[src/rtl/mc_ctrl_pkg.sv]
// Shared constants and types for the multi-cycle datapath controller.
// Latency: n/a (declarations only).
// Backpressure: n/a.
package mc_ctrl_pkg;

    // Controller states; the three unused 4-bit encodings fall back to S_RESET.
    typedef enum logic [3:0] {
        S_RESET   = 4'd0,
        S_FETCH   = 4'd1,
        S_DECODE  = 4'd2,
        S_EXEC_R  = 4'd3,
        S_EXEC_I  = 4'd4,
        S_ALUWB_R = 4'd5,
        S_ALUWB_I = 4'd6,
        S_MEMADR  = 4'd7,
        S_MEMRD   = 4'd8,
        S_MEMWB   = 4'd9,
        S_MEMWR   = 4'd10,
        S_BRANCH  = 4'd11,
        S_JUMP    = 4'd12
    } state_e;

    // Opcodes; 10..15 are illegal.
    localparam logic [3:0] OP_RTYPE = 4'd0;
    localparam logic [3:0] OP_ADDI  = 4'd1;
    localparam logic [3:0] OP_ANDI  = 4'd2;
    localparam logic [3:0] OP_ORI   = 4'd3;
    localparam logic [3:0] OP_SLTI  = 4'd4;
    localparam logic [3:0] OP_LW    = 4'd5;
    localparam logic [3:0] OP_SW    = 4'd6;
    localparam logic [3:0] OP_BEQ   = 4'd7;
    localparam logic [3:0] OP_BNE   = 4'd8;
    localparam logic [3:0] OP_J     = 4'd9;

    // ALU operation classes for the ALU control decoder.
    localparam logic [2:0] ALU_ADD   = 3'b000;
    localparam logic [2:0] ALU_SUB   = 3'b001;
    localparam logic [2:0] ALU_FUNCT = 3'b010;
    localparam logic [2:0] ALU_AND   = 3'b100;
    localparam logic [2:0] ALU_OR    = 3'b101;
    localparam logic [2:0] ALU_SLT   = 3'b110;

    // PC source select.
    localparam logic [1:0] PCSRC_ALU    = 2'b00;
    localparam logic [1:0] PCSRC_ALUOUT = 2'b01;
    localparam logic [1:0] PCSRC_JUMP   = 2'b10;

    // ALU B operand select.
    localparam logic [1:0] SRCB_REGB = 2'b00;
    localparam logic [1:0] SRCB_ONE  = 2'b01;
    localparam logic [1:0] SRCB_IMM  = 2'b10;
    localparam logic [1:0] SRCB_BOFF = 2'b11;

endpackage

[src/rtl/multicycle_control_fsm.sv]
// Main multi-cycle controller: sequences fetch/decode/execute/memory/write-back.
// Latency: R/I 4, lw 5, sw 4, beq/bne/j 3, illegal 2 cycles with zero-wait memory.
// Backpressure: holds in FETCH/MEMRD/MEMWR with requests asserted until mem_ready.
// Ports: clk, reset (async, active-high); opcode, mem_ready in; datapath enables
// and mux selects, alu_op, illegal_op pulse and retired-instruction count out.
module multicycle_control_fsm
    import mc_ctrl_pkg::*;
#(
    parameter int OPCODE_W = 4,
    parameter int CNT_W    = 16
) (
    input  logic                clk,
    input  logic                reset,
    input  logic [OPCODE_W-1:0] opcode,
    input  logic                mem_ready,
    output logic                pc_write,
    output logic                pc_write_cond,
    output logic                branch_ne,
    output logic [1:0]          pc_source,
    output logic                iord,
    output logic                mem_read,
    output logic                mem_write,
    output logic                ir_write,
    output logic                reg_dst,
    output logic                mem_to_reg,
    output logic                reg_write,
    output logic                alu_src_a,
    output logic [1:0]          alu_src_b,
    output logic [2:0]          alu_op,
    output logic                illegal_op,
    output logic [CNT_W-1:0]    instr_count
);

    state_e             state_q, state_d;
    logic [CNT_W-1:0]   cnt_q, cnt_d;
    logic               retire;

    always_ff @(posedge clk or posedge reset) begin
        if (reset) begin
            state_q <= S_RESET;
            cnt_q   <= '0;
        end else begin
            state_q <= state_d;
            cnt_q   <= cnt_d;
        end
    end

    // Counter wraps naturally at 2^CNT_W.
    assign cnt_d       = retire ? cnt_q + 1'b1 : cnt_q;
    assign instr_count = cnt_q;

    always_comb begin
        state_d       = state_q;
        retire        = 1'b0;
        pc_write      = 1'b0;
        pc_write_cond = 1'b0;
        branch_ne     = 1'b0;
        pc_source     = PCSRC_ALU;
        iord          = 1'b0;
        mem_read      = 1'b0;
        mem_write     = 1'b0;
        ir_write      = 1'b0;
        reg_dst       = 1'b0;
        mem_to_reg    = 1'b0;
        reg_write     = 1'b0;
        alu_src_a     = 1'b0;
        alu_src_b     = SRCB_REGB;
        alu_op        = ALU_ADD;
        illegal_op    = 1'b0;

        case (state_q)
            S_RESET: state_d = S_FETCH;

            S_FETCH: begin
                mem_read  = 1'b1;
                alu_src_b = SRCB_ONE;
                // IR and PC+1 only commit once the instruction word has arrived.
                ir_write  = mem_ready;
                pc_write  = mem_ready;
                if (mem_ready) state_d = S_DECODE;
            end

            S_DECODE: begin
                // Speculative branch-target computation into ALUOut.
                alu_src_b = SRCB_BOFF;
                case (opcode)
                    OPCODE_W'(OP_RTYPE):                  state_d = S_EXEC_R;
                    OPCODE_W'(OP_ADDI), OPCODE_W'(OP_ANDI),
                    OPCODE_W'(OP_ORI),  OPCODE_W'(OP_SLTI): state_d = S_EXEC_I;
                    OPCODE_W'(OP_LW),   OPCODE_W'(OP_SW):   state_d = S_MEMADR;
                    OPCODE_W'(OP_BEQ),  OPCODE_W'(OP_BNE):  state_d = S_BRANCH;
                    OPCODE_W'(OP_J):                        state_d = S_JUMP;
                    default: begin
                        state_d    = S_FETCH;
                        illegal_op = 1'b1;
                    end
                endcase
            end

            S_EXEC_R: begin
                alu_src_a = 1'b1;
                alu_op    = ALU_FUNCT;
                state_d   = S_ALUWB_R;
            end

            S_EXEC_I: begin
                alu_src_a = 1'b1;
                alu_src_b = SRCB_IMM;
                case (opcode)
                    OPCODE_W'(OP_ANDI): alu_op = ALU_AND;
                    OPCODE_W'(OP_ORI):  alu_op = ALU_OR;
                    OPCODE_W'(OP_SLTI): alu_op = ALU_SLT;
                    default:            alu_op = ALU_ADD;
                endcase
                state_d = S_ALUWB_I;
            end

            S_ALUWB_R: begin
                reg_write = 1'b1;
                reg_dst   = 1'b1;
                retire    = 1'b1;
                state_d   = S_FETCH;
            end

            S_ALUWB_I: begin
                reg_write = 1'b1;
                retire    = 1'b1;
                state_d   = S_FETCH;
            end

            S_MEMADR: begin
                alu_src_a = 1'b1;
                alu_src_b = SRCB_IMM;
                state_d   = (opcode == OPCODE_W'(OP_LW)) ? S_MEMRD : S_MEMWR;
            end

            S_MEMRD: begin
                mem_read = 1'b1;
                iord     = 1'b1;
                if (mem_ready) state_d = S_MEMWB;
            end

            S_MEMWB: begin
                reg_write  = 1'b1;
                mem_to_reg = 1'b1;
                retire     = 1'b1;
                state_d    = S_FETCH;
            end

            S_MEMWR: begin
                mem_write = 1'b1;
                iord      = 1'b1;
                if (mem_ready) begin
                    retire  = 1'b1;
                    state_d = S_FETCH;
                end
            end

            S_BRANCH: begin
                alu_src_a     = 1'b1;
                alu_op        = ALU_SUB;
                pc_write_cond = 1'b1;
                pc_source     = PCSRC_ALUOUT;
                branch_ne     = (opcode == OPCODE_W'(OP_BNE));
                retire        = 1'b1;
                state_d       = S_FETCH;
            end

            S_JUMP: begin
                pc_write  = 1'b1;
                pc_source = PCSRC_JUMP;
                retire    = 1'b1;
                state_d   = S_FETCH;
            end

            default: state_d = S_RESET;
        endcase
    end

endmodule

[config.mk]
export PLATFORM = sky130hd
export DESIGN_NAME = multicycle_control_fsm
export DESIGN_NICKNAME = d
export VERILOG_FILES = /design/src/rtl/mc_ctrl_pkg.sv /design/src/rtl/multicycle_control_fsm.sv
export SDC_FILE = /design/constraint.sdc
export NUM_CORES = 1
export LEC_CHECK = 0
export CAP_MARGIN = 0
export CORE_UTILIZATION = 51
export DETAILED_ROUTE_END_ITERATION = 10
export HOLD_SLACK_MARGIN = 0.12
export PLACE_DENSITY = 0.85
export SLEW_MARGIN = 20
export SYNTH_ARGS = -nofsm -noshare
export SYNTH_HDL_FRONTEND = slang
export SYNTH_SLANG_ARGS = --single-unit
export TNS_END_PERCENT = 100
[constraint.sdc]
create_clock -name clk -period 2.5 [get_ports clk]
set_input_delay 0.5 -clock clk [delete_from_list [all_inputs] [get_ports clk]]
set_output_delay 0.5 -clock clk [all_outputs]
set_load 0.005 [all_outputs]
# Yosys cells after proc, flatten, opt, wreduce, memory -nomap -nowiden
# Cells that the tools add are included.
dict set report word_totals {
  regBits 20
  inputBits 7
  out_inout_bits 35
  elab_cells 66
}
dict set report op_classes {
  addsub 1
  n_reduce_logical 14
  muxes 25
  eq_ne 24
}
# operator count
set ops {}
lappend ops {{$eq 4x3->1 const B} 8}
lappend ops {{$pmux 4 s8} 1}
lappend ops {{$eq 4x4->1 const B} 7}
lappend ops {{$pmux 4 s5} 1}
lappend ops {{$pmux 3 s3} 2}
lappend ops {{$add 16x1->16 const B} 1}
lappend ops {{$eq 4x2->1 const B} 4}
lappend ops {{$mux 1} 13}
lappend ops {{$mux 4} 3}
lappend ops {{$reduce_or 10->1} 1}
lappend ops {{$reduce_or 2->1} 5}
lappend ops {{$eq 4x1->1 const B} 2}
lappend ops {{$logic_not 4->1} 2}
lappend ops {{$reduce_or 4->1} 2}
lappend ops {{$ne 2x2->1 const B} 3}
lappend ops {{$pmux 2 s3} 1}
lappend ops {{$reduce_or 6->1} 1}
lappend ops {{$reduce_or 5->1} 1}
lappend ops {{$pmux 1 s2} 2}
lappend ops {{$pmux 2 s2} 1}
lappend ops {{$reduce_and 3->1} 1}
lappend ops {{$reduce_or 3->1} 1}
lappend ops {{$mux 2} 1}

# Logic depth before layout (Yosys ltp)
# Gate-level depths: netlist of run 1.
dict set report depth {
  word_depth 4
  depth_mapped 6
  mapped_depth_nobuf 4
}

# Worst setup path before layout of run 1
# No wires, ideal clock.
dict set report synth_timing {
  path_type {register to output}
  startpoint {reg state_q[2]}
  endpoint {out pc_write}
  stages_incl_launch_ff 6
  arrival_ps 1310
  slack_ps 690
  n_path_buf 2
  required_time_ps 2000
  cell_sequence {dfrtp_1 buf_2 buf_1 nor2_1 and3_1 or2_2}
}
dict set report synth_between {
  elab_chain_len 2
  elab_cells_between_ends 3
  cone_classes {eq/ne (2); mux (1)}
}
# item line
set synth_lines {}
lappend synth_lines {{start: declaration} multicycle_control_fsm.sv:34} ;# state_e state_q, state_d;
lappend synth_lines {{start signal: assignment} multicycle_control_fsm.sv:43} ;# state_q <= state_d;
lappend synth_lines {{$eq 4x4->1 / $eq 4x1->1 (equally long branches)} multicycle_control_fsm.sv:71} ;# case (state_q)
lappend synth_lines {{$pmux 1 s2 *} multicycle_control_fsm.sv:71}
lappend synth_lines {{end: declaration} multicycle_control_fsm.sv:16} ;# output logic pc_write,
# Every way passes the cells marked *; elsewhere a longest branch is shown, timed or not.

# Worst setup path in the final report of run 1
dict set report layout_timing {
  startpoint {in opcode[1]}
  endpoint {out branch_ne}
}
dict set report layout_between {
  elab_chain_len 2
}
# item line
set layout_lines {}
lappend layout_lines {{start: declaration} multicycle_control_fsm.sv:14} ;# input logic [OPCODE_W-1:0] opcode,
lappend layout_lines {{$eq 4x4->1} multicycle_control_fsm.sv:164} ;# branch_ne = (opcode == OPCODE_W'(OP_BNE));
lappend layout_lines {{$mux 1} multicycle_control_fsm.sv:71}
lappend layout_lines {{end: declaration} multicycle_control_fsm.sv:18} ;# output logic branch_ne,
# Every way passes these cells.

==> results.md, run 1 <==
* CTS buffer count at 3
* Fin area at 2110 sq um
* Period utilization at 103%
* Share of cells above drive strength 1 at 20.6%
* Final setup fails at 1
* WL/cell at 15.3 um
* Worst Path Arrival at 2070 ps
* Initial core utilization at 53.9%
* All-Layer GR Usage at 23.4%
* Most frequent cells in the layout: 39 x clkdlybuf4s50_1, 18 x nand2_1, 16 x dfrtp_1
* CTS HTree Levels at 1
* Vias post-DR at 1491
* Sink Count at 20
* ANT nets after route at 0
* Pleak at 0.824 nW
* Placed Cells at 241
* Commonest non-fill, non-tap cell in the layout: clkdlybuf4s50_1
* HP Class: reg2reg
* YS warnings at 0
* Syn avg cell area at 8.74 sq um
* Area after DPL at 1950 sq um
* Area added between synthesis and finish at 41.8%
* Max frequency at 389 MHz
* Number of synthesized register bits at 20
* Outcome: finished with violations
* Die area at 3130 sq um
* First-pass GRT wire length at 5910 um
* Post-synth EDFFs at 0
* Skew final at 4.42 ps
* Filler-free cell count of the finished design at 249
* Via density at 5.99
* Worst-Margin Slew at 756 ps
* DRT Wirelength at 3810 um
* Syn Nets at 178
* Setup crit start kind: input port
* Die W at 56.0 um
* Rows at 19
* Die Y-Extent at 56.0 um
* Synthesized instance count at 170
* Async SR Flop Fraction at 100%
* Commonest register cell after synthesis: dfrtp_1
* Total power at 0.00204 W
* GRT overflow at 0
* Min cycle time layout at 2570 ps
* Violated checks: negative setup slack
* Slew Limit Fails at 0
* Ant diodes at 0
* Port Buffer Count at 41
* Initial DRC Count at 55
* Hold Worst Slack at 469 ps
* Pwr Density at 970 nW/um^2
* Final WS setup at -72.1 ps
* Vias in the first global route at 1338
* Root Driver: clkbuf_4
* DRT Pass-1 Iters at 4
* Sequential-to-total area share from yosys stat at 33.7%
* Core ar. at 2760 sq um
* CP Capture Type: output pin
* Clk slew on worst S/H paths at 110 ps
* Critical path fanouts, max at 5
* CTS tree: built
* DRC Markers at 0
* Worst rel slew slack at 49.5%
* Critical Path RT at 2000 ps
* WS Path Type: in2out
* Netlist cell types at 45
* Clk buf depth at 2
* Final hold vios at 0
* Post-DP HPWL at 2680 um
* Fillers at 200
* Worst IR Drop VDD at 0.906 mV
* Initial antenna violation count at 0
* Nets at 227
* RePlAce Congestion at 0.910
* Largest net degree at the start of global routing at 21
* Max-cap violations at 0
* Post-Syn Area at 1490 sq um
* Ports at 42
* Clock latency on the worst-skew pair at 290 ps
* Setup TNS at -72.1 ps
[power breakdown]
group | internal (W) | switching (W) | leakage (nW)
logic | 0.000653 | 0.000605 | 0.595
clock network | 0.0000887 | 0.0000960 | 0.0210
registers | 0.000440 | 0.000160 | 0.208
total | 0.00118 | 0.000861 | 0.824
[flip-flops by register name, indices dropped and copies added (netlist names)]
name         flops
instr_count     16
state_q          4
[worst max-delay path, stage by stage]
cell and delay (ps):
clkdlybuf4s50_1 500, nor3_1 340, and3_1 220, clkdlybuf4s50_1 510
[kinds of logic (layout without fill, tap and decap cells)]
logic type                 count (synthesis)  count (layout)  synth area share (%)
xor gates and xnor gates                  16              16                  9.44
buffers and inverters                     17              65                  5.22
adders and majority gates                  2               2                  1.52
DFF                                       20              20                  33.7
muxes                                      1               1                 0.758
and+or+nand+nor                           73              73                  24.8
AOI/OAI and AO/OA                         41              41                  24.6
[metrics by stage]
stage | worst slack [ps] | util (%)
floorplan | 690 | -
global placement | 63.3 | 70.9
detailed placement | 34.3 | 70.9
CTS | 9.65 | 72.7
global route | -116 | 76.4
finish | -72.1 | 76.4
[timing repair]
action | 4_1_cts | 5_1_grt
pin swaps | 0 | 1
gates cloned | 0 | 0
endpoints found under the setup margin | 9 | 11
buffers inserted | 0 | 4
resized for setup | 5 | 17
hold buffers | 0 | 0
[area by class of cell]
cell class,instances,area [sq um],share of cell area [%]
inverter,6,26.3,1.25
tap,31,38.8,1.84
timing repair buffer,55,533,25.3
clock buffer,4,36.3,1.72
sequential,20,505,24.0
multi-input combinational,133,966,45.9
[routing by layer]
metal	global-route usage (%)	wire length (um)	up-vias
li1	-	-	702
met1	28.7	1520	695
met2	41.7	1960	84
met3	2.56	256	10
met4	9.41	78	0
met5	0	0	-
[cells in the mapped netlist, types with 2 or more instances]
library cell,n,area [sq um]
a2111oi_4,2,55.1
a211oi_1,2,15.0
a211oi_2,4,50.1
a21boi_0,4,30.0
a21o_1,2,15.0
a21oi_1,8,40.0
a22o_1,2,17.5
a22oi_1,2,15.0
a31oi_1,2,12.5
and2_1,3,18.8
and3_1,3,18.8
and3b_1,2,17.5
and4_1,2,17.5
buf_1,2,7.51
buf_2,2,10.0
clkbuf_1,5,18.8
dfrtp_1,20,500
inv_1,6,22.5
nand2_1,19,71.3
nand2b_1,4,25.0
nand3_1,5,25.0
nand4_1,3,18.8
nor2_1,18,67.6
nor2b_1,6,37.5
nor3_1,3,15.0
nor3b_1,3,22.5
o21ai_0,3,15.0
or2_2,2,12.5
xor2_1,15,131
[path summary, 6_finish.rpt]
kind | depth (start not counted) | start | slack (ps) | to
max | 4 | opcode[1] | -70 | branch_ne
min | 1 | instr_count[15] | 470 | instr_count[15]
max reg2reg | 5 | state_q[0] | 550 | instr_count[1]
min reg2reg | 1 | instr_count[15] | 470 | instr_count[15]
max in group asynchronous | 2 | reset | 1350 | state_q[2]
min in group asynchronous | 2 | reset | 620 | instr_count[1]
Note: power is estimated with default switching activity, not from simulation.
==> inputs of run 2 (changes only) <==
--- a/config.mk
+++ b/config.mk
@@ -5,11 +5,12 @@
 export SDC_FILE = /design/constraint.sdc
 export NUM_CORES = 1
 export LEC_CHECK = 0
-export CAP_MARGIN = 0
+export CAP_MARGIN = 40
 export CORE_UTILIZATION = 51
 export DETAILED_ROUTE_END_ITERATION = 10
 export HOLD_SLACK_MARGIN = 0.12
 export PLACE_DENSITY = 0.85
+export SETUP_SLACK_MARGIN = 0.3
 export SLEW_MARGIN = 20
 export SYNTH_ARGS = -nofsm -noshare
 export SYNTH_HDL_FRONTEND = slang
==> run 2 against run 1 <==
Compared with the run above: the flow now finishes without violations; clock skew rose by 5.2 ps; sequential cell count did not move; global-route usage rose by 4.4 points; count of clock-buffer cells in the layout did not move; hold slack got worse by 140 ps; combinational power rose by 27%; sequential power fell by 1%; critical path type is now reg2out; largest power group unchanged.
==> results.md, run 2 (synthesis gave the netlist of run 1 again) <==
* # hold bufs at CTS at 0
* Area after DPL at 1950 sq um
* Pleak at 1.12 nW
* Pwr Density at 1010 nW/um^2
* Area added between synthesis and finish at 59.0%
* Slew Limit Fails at 0
* Setup crit start kind: flip-flop
* CTS tree: built
* CTS buffer count at 3
* Root Driver: clkbuf_4
* Worst IR Drop VDD at 1.06 mV
* Flop2flop setup slack at 390 ps
* All-Layer GR Usage at 27.8%
* Clock latency on the worst-skew pair at 310 ps
* Sink Count at 20
* Util after Layout at 85.6%
* RePlAce Congestion at 0.910
* Nets at 250
* Critical Path RT at 2000 ps
* Min cycle time layout at 2310 ps
* Clk slew on worst S/H paths at 120 ps
* CTS HTree Levels at 1
* Core ar. at 2760 sq um
* Rows at 19
* Final setup fails at 0
* Post-DP HPWL at 2680 um
* Die area at 3130 sq um
* Placed Cells at 241
* Worst Path Arrival at 1810 ps
* WS Path Type: reg2out
* DRT Wirelength at 5120 um
* Share of cells above drive strength 1 at 33.2%
* Final hold vios at 0
* Initial antenna violation count at 0
* Period utilization at 92.4%
* DRT Pass-1 Iters at 4
* Outcome: complete, no violations
* Worst-Margin Slew at 391 ps
* Skew final at 9.62 ps
* Unrepaired setup endpoints after global routing: yes
* CP Capture Type: output pin
* Most frequent cells in the layout: 32 x buf_4, 19 x clkdlybuf4s50_1, 16 x nand2_1, 16 x dfrtp_1, 14 x xor2_1
* Initial DRC Count at 79
* Via density at 6.12
* Commonest non-fill, non-tap cell in the layout: buf_4
* Largest net degree at the start of global routing at 21
* WL/cell at 18.8 um
* Setup TNS at 0 ps
* Largest register FFs at 16
* Vias in the first global route at 1532
* GRT overflow at 0
* Filler-free cell count of the finished design at 272
* Max-cap violations at 0
* DRC Markers at 0
* Die Y-Extent at 56.0 um
* Ant diodes at 0
* Max frequency at 433 MHz
* Ports at 42
* First-pass GRT wire length at 6840 um
* ANT nets after route at 0
* Port Buffer Count at 41
* Worst rel slew slack at 73.7%
* Fin area at 2360 sq um
* Initial core utilization at 53.9%
* Vias post-DR at 1664
* HP Class: in2async
* Clk buf depth at 2
* Die W at 56.0 um
* Critical path fanouts, max at 4
run 2: cell count changes in the layout (fill, tap and decap cells not counted), moves of 2 or more:
| cell | change |
|---|---|
| nand2b_4 | +2 |
| and2_4 | +2 |
| buf_6 | +2 |
| dlymetal6s2s_1 | +7 |
| dlygate4sd2_1 | +11 |
| nor2_4 | +3 |
| buf_4 | +19 |
| nor2b_2 | +2 |
| and2_1 | -2 |
| nor2_1 | -3 |
| nand2b_1 | -2 |
| nand2_1 | -2 |
| clkdlybuf4s50_1 | -20 |
run 2: path summary, 6_finish.rpt:
check / depth (start not counted) / start / to
worst max-delay path: 5 / state_q[3] / mem_read
worst min-delay path: 2 / reset / instr_count[3]
worst max register to register: 8 / state_q[2] / instr_count[13]
worst min register to register: 1 / instr_count[15] / instr_count[15]
max in group asynchronous: 3 / reset / state_q[2]
min in group clk: 1 / instr_count[15] / instr_count[15]
run 2: final cells by class:
| cell class | count | area [sq um] |
|---|---|---|
| clock buffers | 4 | 36.3 |
| multi-input cells | 133 | 1020 |
| repair buffers | 78 | 732 |
| inverters | 6 | 26.3 |
| well taps | 31 | 38.8 |
| fillers | 146 | 397 |
| flip-flops and latches | 20 | 505 |
run 2: layer usage:
layer | global-route usage (%) | wire length [um]
met1 | 31.0 | 1860
met2 | 49.8 | 2490
met3 | 3.49 | 421
met4 | 17.1 | 345
met5 | 0 | 0
run 2: worst max-delay path, cell delays in order (launching register included):
cell and delay (ps):
dfrtp_2 470, buf_12 150, xor2_2 200, nand2_1 80, nor2_1 90, clkdlybuf4s50_1 520
run 2: what timing repair did:
item                                    in CTS  in global routing
pin swaps                                    6                  5
endpoints found under the setup margin      19                 14
buffers inserted                            17                  9
resized for setup                           38                 26
run 2: metrics by stage:
stage / total power, W / setup slack, ps / hold slack (ps)
CTS: 0.00213 / 105 / 476
global placement: 0.00171 / 63.3 / 458
global route: 0.00249 / 127 / 345
detailed placement: 0.00174 / 34.3 / 458
finish: 0.00238 / 189 / 326
floorplan: 0.00125 / 690 / 464
run 2: where the power goes:
part	total, W	switching (W)	leakage (nW)	internal, W
logic	0.00160	0.000775	0.896	0.000820
registers	0.000594	0.000154	0.208	0.000440
clock network	0.000195	0.000106	0.0210	0.0000890
total	0.00238	0.00104	1.12	0.00135
==> inputs of run 3 (changes only) <==
--- a/config.mk
+++ b/config.mk
@@ -5,7 +5,7 @@
 export SDC_FILE = /design/constraint.sdc
 export NUM_CORES = 1
 export LEC_CHECK = 0
-export CAP_MARGIN = 40
+export CAP_MARGIN = 20
 export CORE_UTILIZATION = 51
 export DETAILED_ROUTE_END_ITERATION = 10
 export HOLD_SLACK_MARGIN = 0.12
==> run 3 against run 2 <==
Compared with the run above: final cell count is 0.37% lower; hold slack gained 140 ps; count of clock-buffer cells in the layout is the same; global-route usage unchanged; non-clock buffer count down 1; via count grew 0.60%; clock power barely moved.
==> results.md, run 3 (synthesis gave the netlist of run 1 again) <==
* Worst Setup SP: state_q[3]
* Commonest non-fill, non-tap cell in the layout: buf_4
* Min cycle time layout at 2310 ps
* GRT overflow at 0
* Critical R2R Launch: state_q[2]
* Largest net degree at the start of global routing at 21
* Max-cap violations at 0
* Largest register FFs at 16
* Clk slew on worst S/H paths at 120 ps
* Final setup fails at 0
* ANT nets after route at 0
* All-Layer GR Usage at 27.8%
* Vias in the first global route at 1532
* DRT Pass-1 Iters at 4
* RePlAce Congestion at 0.910
* DRC Markers at 0
* Sink Count at 20
* CP Capture Type: output pin
* Met3 Track Usage GR at 3.49%
* Initial antenna violation count at 0
* Unrepaired setup endpoints after global routing: yes
* Via density at 6.18
* Skew final at 5.21 ps
* CTS tree: built
* Busiest grt layer: met2
* Clock latency on the worst-skew pair at 310 ps
* First-pass GRT wire length at 6840 um
* Period utilization at 92.3%
* Critical path fanouts, max at 4
* Die W at 56.0 um
* CP peak stage delay at 520 ps
* Worst IR Drop VDD at 1.06 mV
* Vias post-DR at 1674
* Clk buf depth at 2
* Worst-Margin Slew at 780 ps
* Flop2flop setup slack at 330 ps
* WL/cell at 18.8 um
* HP Class: reg2reg
* DRT Wirelength at 5100 um
* CTS buffer count at 3
* Root Driver: clkbuf_4
* Post-DP HPWL at 2680 um
* Crit path max-delay cell type: clkdlybuf4s50_1
* Share of cells above drive strength 1 at 32.9%
* Core ar. at 2760 sq um
* Setup TNS at 0 ps
* Die Y-Extent at 56.0 um
* Reg-to-reg endpoint: instr_count[13]
* Pleak at 1.12 nW
* Pwr Density at 1020 nW/um^2
* Global Route met1 Usage at 31.0%
* Nets at 249
* Worst rel slew slack at 48.0%
* Setup crit start kind: flip-flop
* Initial core utilization at 53.9%
* Ports at 42
* WS Path Type: reg2out
* Rows at 19
* Die area at 3130 sq um
* Final hold vios at 0
* Worst Setup EP: mem_read
* Worst Path Arrival at 1810 ps
* Area added between synthesis and finish at 58.0%
* Max frequency at 433 MHz
* CP cell instances: buf_12 -> xor2_2 -> nand2_1 -> nor2_1 -> clkdlybuf4s50_1
* Grt met2 use at 49.8%
* # hold bufs at CTS at 0
* Reg2reg path depth at 8
* Total power at 0.00238 W
* Slew Limit Fails at 0
* Port Buffer Count at 41
* CTS HTree Levels at 1
* Ant diodes at 0
* Outcome: complete, no violations
* Critical Path RT at 2000 ps
* Most frequent cells in the layout: 32 x buf_4, 19 x clkdlybuf4s50_1, 16 x nand2_1, 16 x dfrtp_1, 14 x xor2_1
* Initial DRC Count at 70
==> run 3: cell count changes in the layout (fill, tap and decap cells not counted), sizes merged <==
cell	delta
buf	-1
==> run 3: layer usage <==
layer | part of all wire [%] | wire (um)
met3 | 7.8 | 398
met1 | 37 | 1890
met5 | 0 | 0
met4 | 5.9 | 301
met2 | 49 | 2510
==> run 3: what timing repair did <==
| item | in CTS | in global routing |
|---|---|---|
| endpoints found under the hold margin | 0 | 0 |
| setup endpoints to repair | 19 | 14 |
| pin swaps | 6 | 5 |
| resized for setup | 38 | 26 |
| setup buffers | 17 | 9 |
==> run 3: worst max-delay path, delay by kind of cell (launching register included) <==
kind | cells | cell delay, ps
XOR/XNOR | 1 | 200
flip-flops | 1 | 470
AND/OR/NAND/NOR | 2 | 170
buffers and inverters | 2 | 670
==> run 3: stage by stage <==
step | area [sq um] | util [%] | setup slack [ps] | std cells | hold WS [ps]
6_report | 2350 | 85.1 | 193 | 271 | 469
5_1_grt | 2350 | 85.1 | 127 | 271 | 508
4_1_cts | 2200 | 79.7 | 105 | 262 | 476
3_5_place_dp | 1950 | 70.9 | 34.3 | 241 | 458
3_3_place_gp | 1950 | 70.9 | 63.3 | 241 | 458
2_1_floorplan | 1490 | - | 690 | 170 | 464
==> run 3: report_power, final <==
| group | switching (W) | internal [W] | total, W | leakage [nW] |
|---|---|---|---|---|
| logic | 0.000778 | 0.000818 | 0.00160 | 0.889 |
| clock network | 0.000104 | 0.0000890 | 0.000193 | 0.0210 |
| registers | 0.000153 | 0.000440 | 0.000593 | 0.208 |
| total | 0.00103 | 0.00135 | 0.00238 | 1.12 |
==> run 3: area by class of cell <==
type | count | area, sq um
well taps | 31 | 38.8
clock buffers | 4 | 36.3
fillers | 150 | 412
flip-flops and latches | 20 | 505
multi-input cells | 133 | 1020
inverters | 6 | 26.3
repair buffers | 77 | 717
==> run 3: how the worst min path moves through the flow <==
stage | startpoint | to | slack, ps | depth (start not counted)
4_1_cts | instr_count[15] | instr_count[15] | 480 | 1
5_1_grt | instr_count[15] | instr_count[15] | 510 | 1
3_5_place_dp | instr_count[15] | instr_count[15] | 460 | 1
2_1_floorplan | reset | instr_count[0] | 460 | 1
6_report | instr_count[15] | instr_count[15] | 470 | 1
3_3_place_gp | instr_count[15] | instr_count[15] | 460 | 1
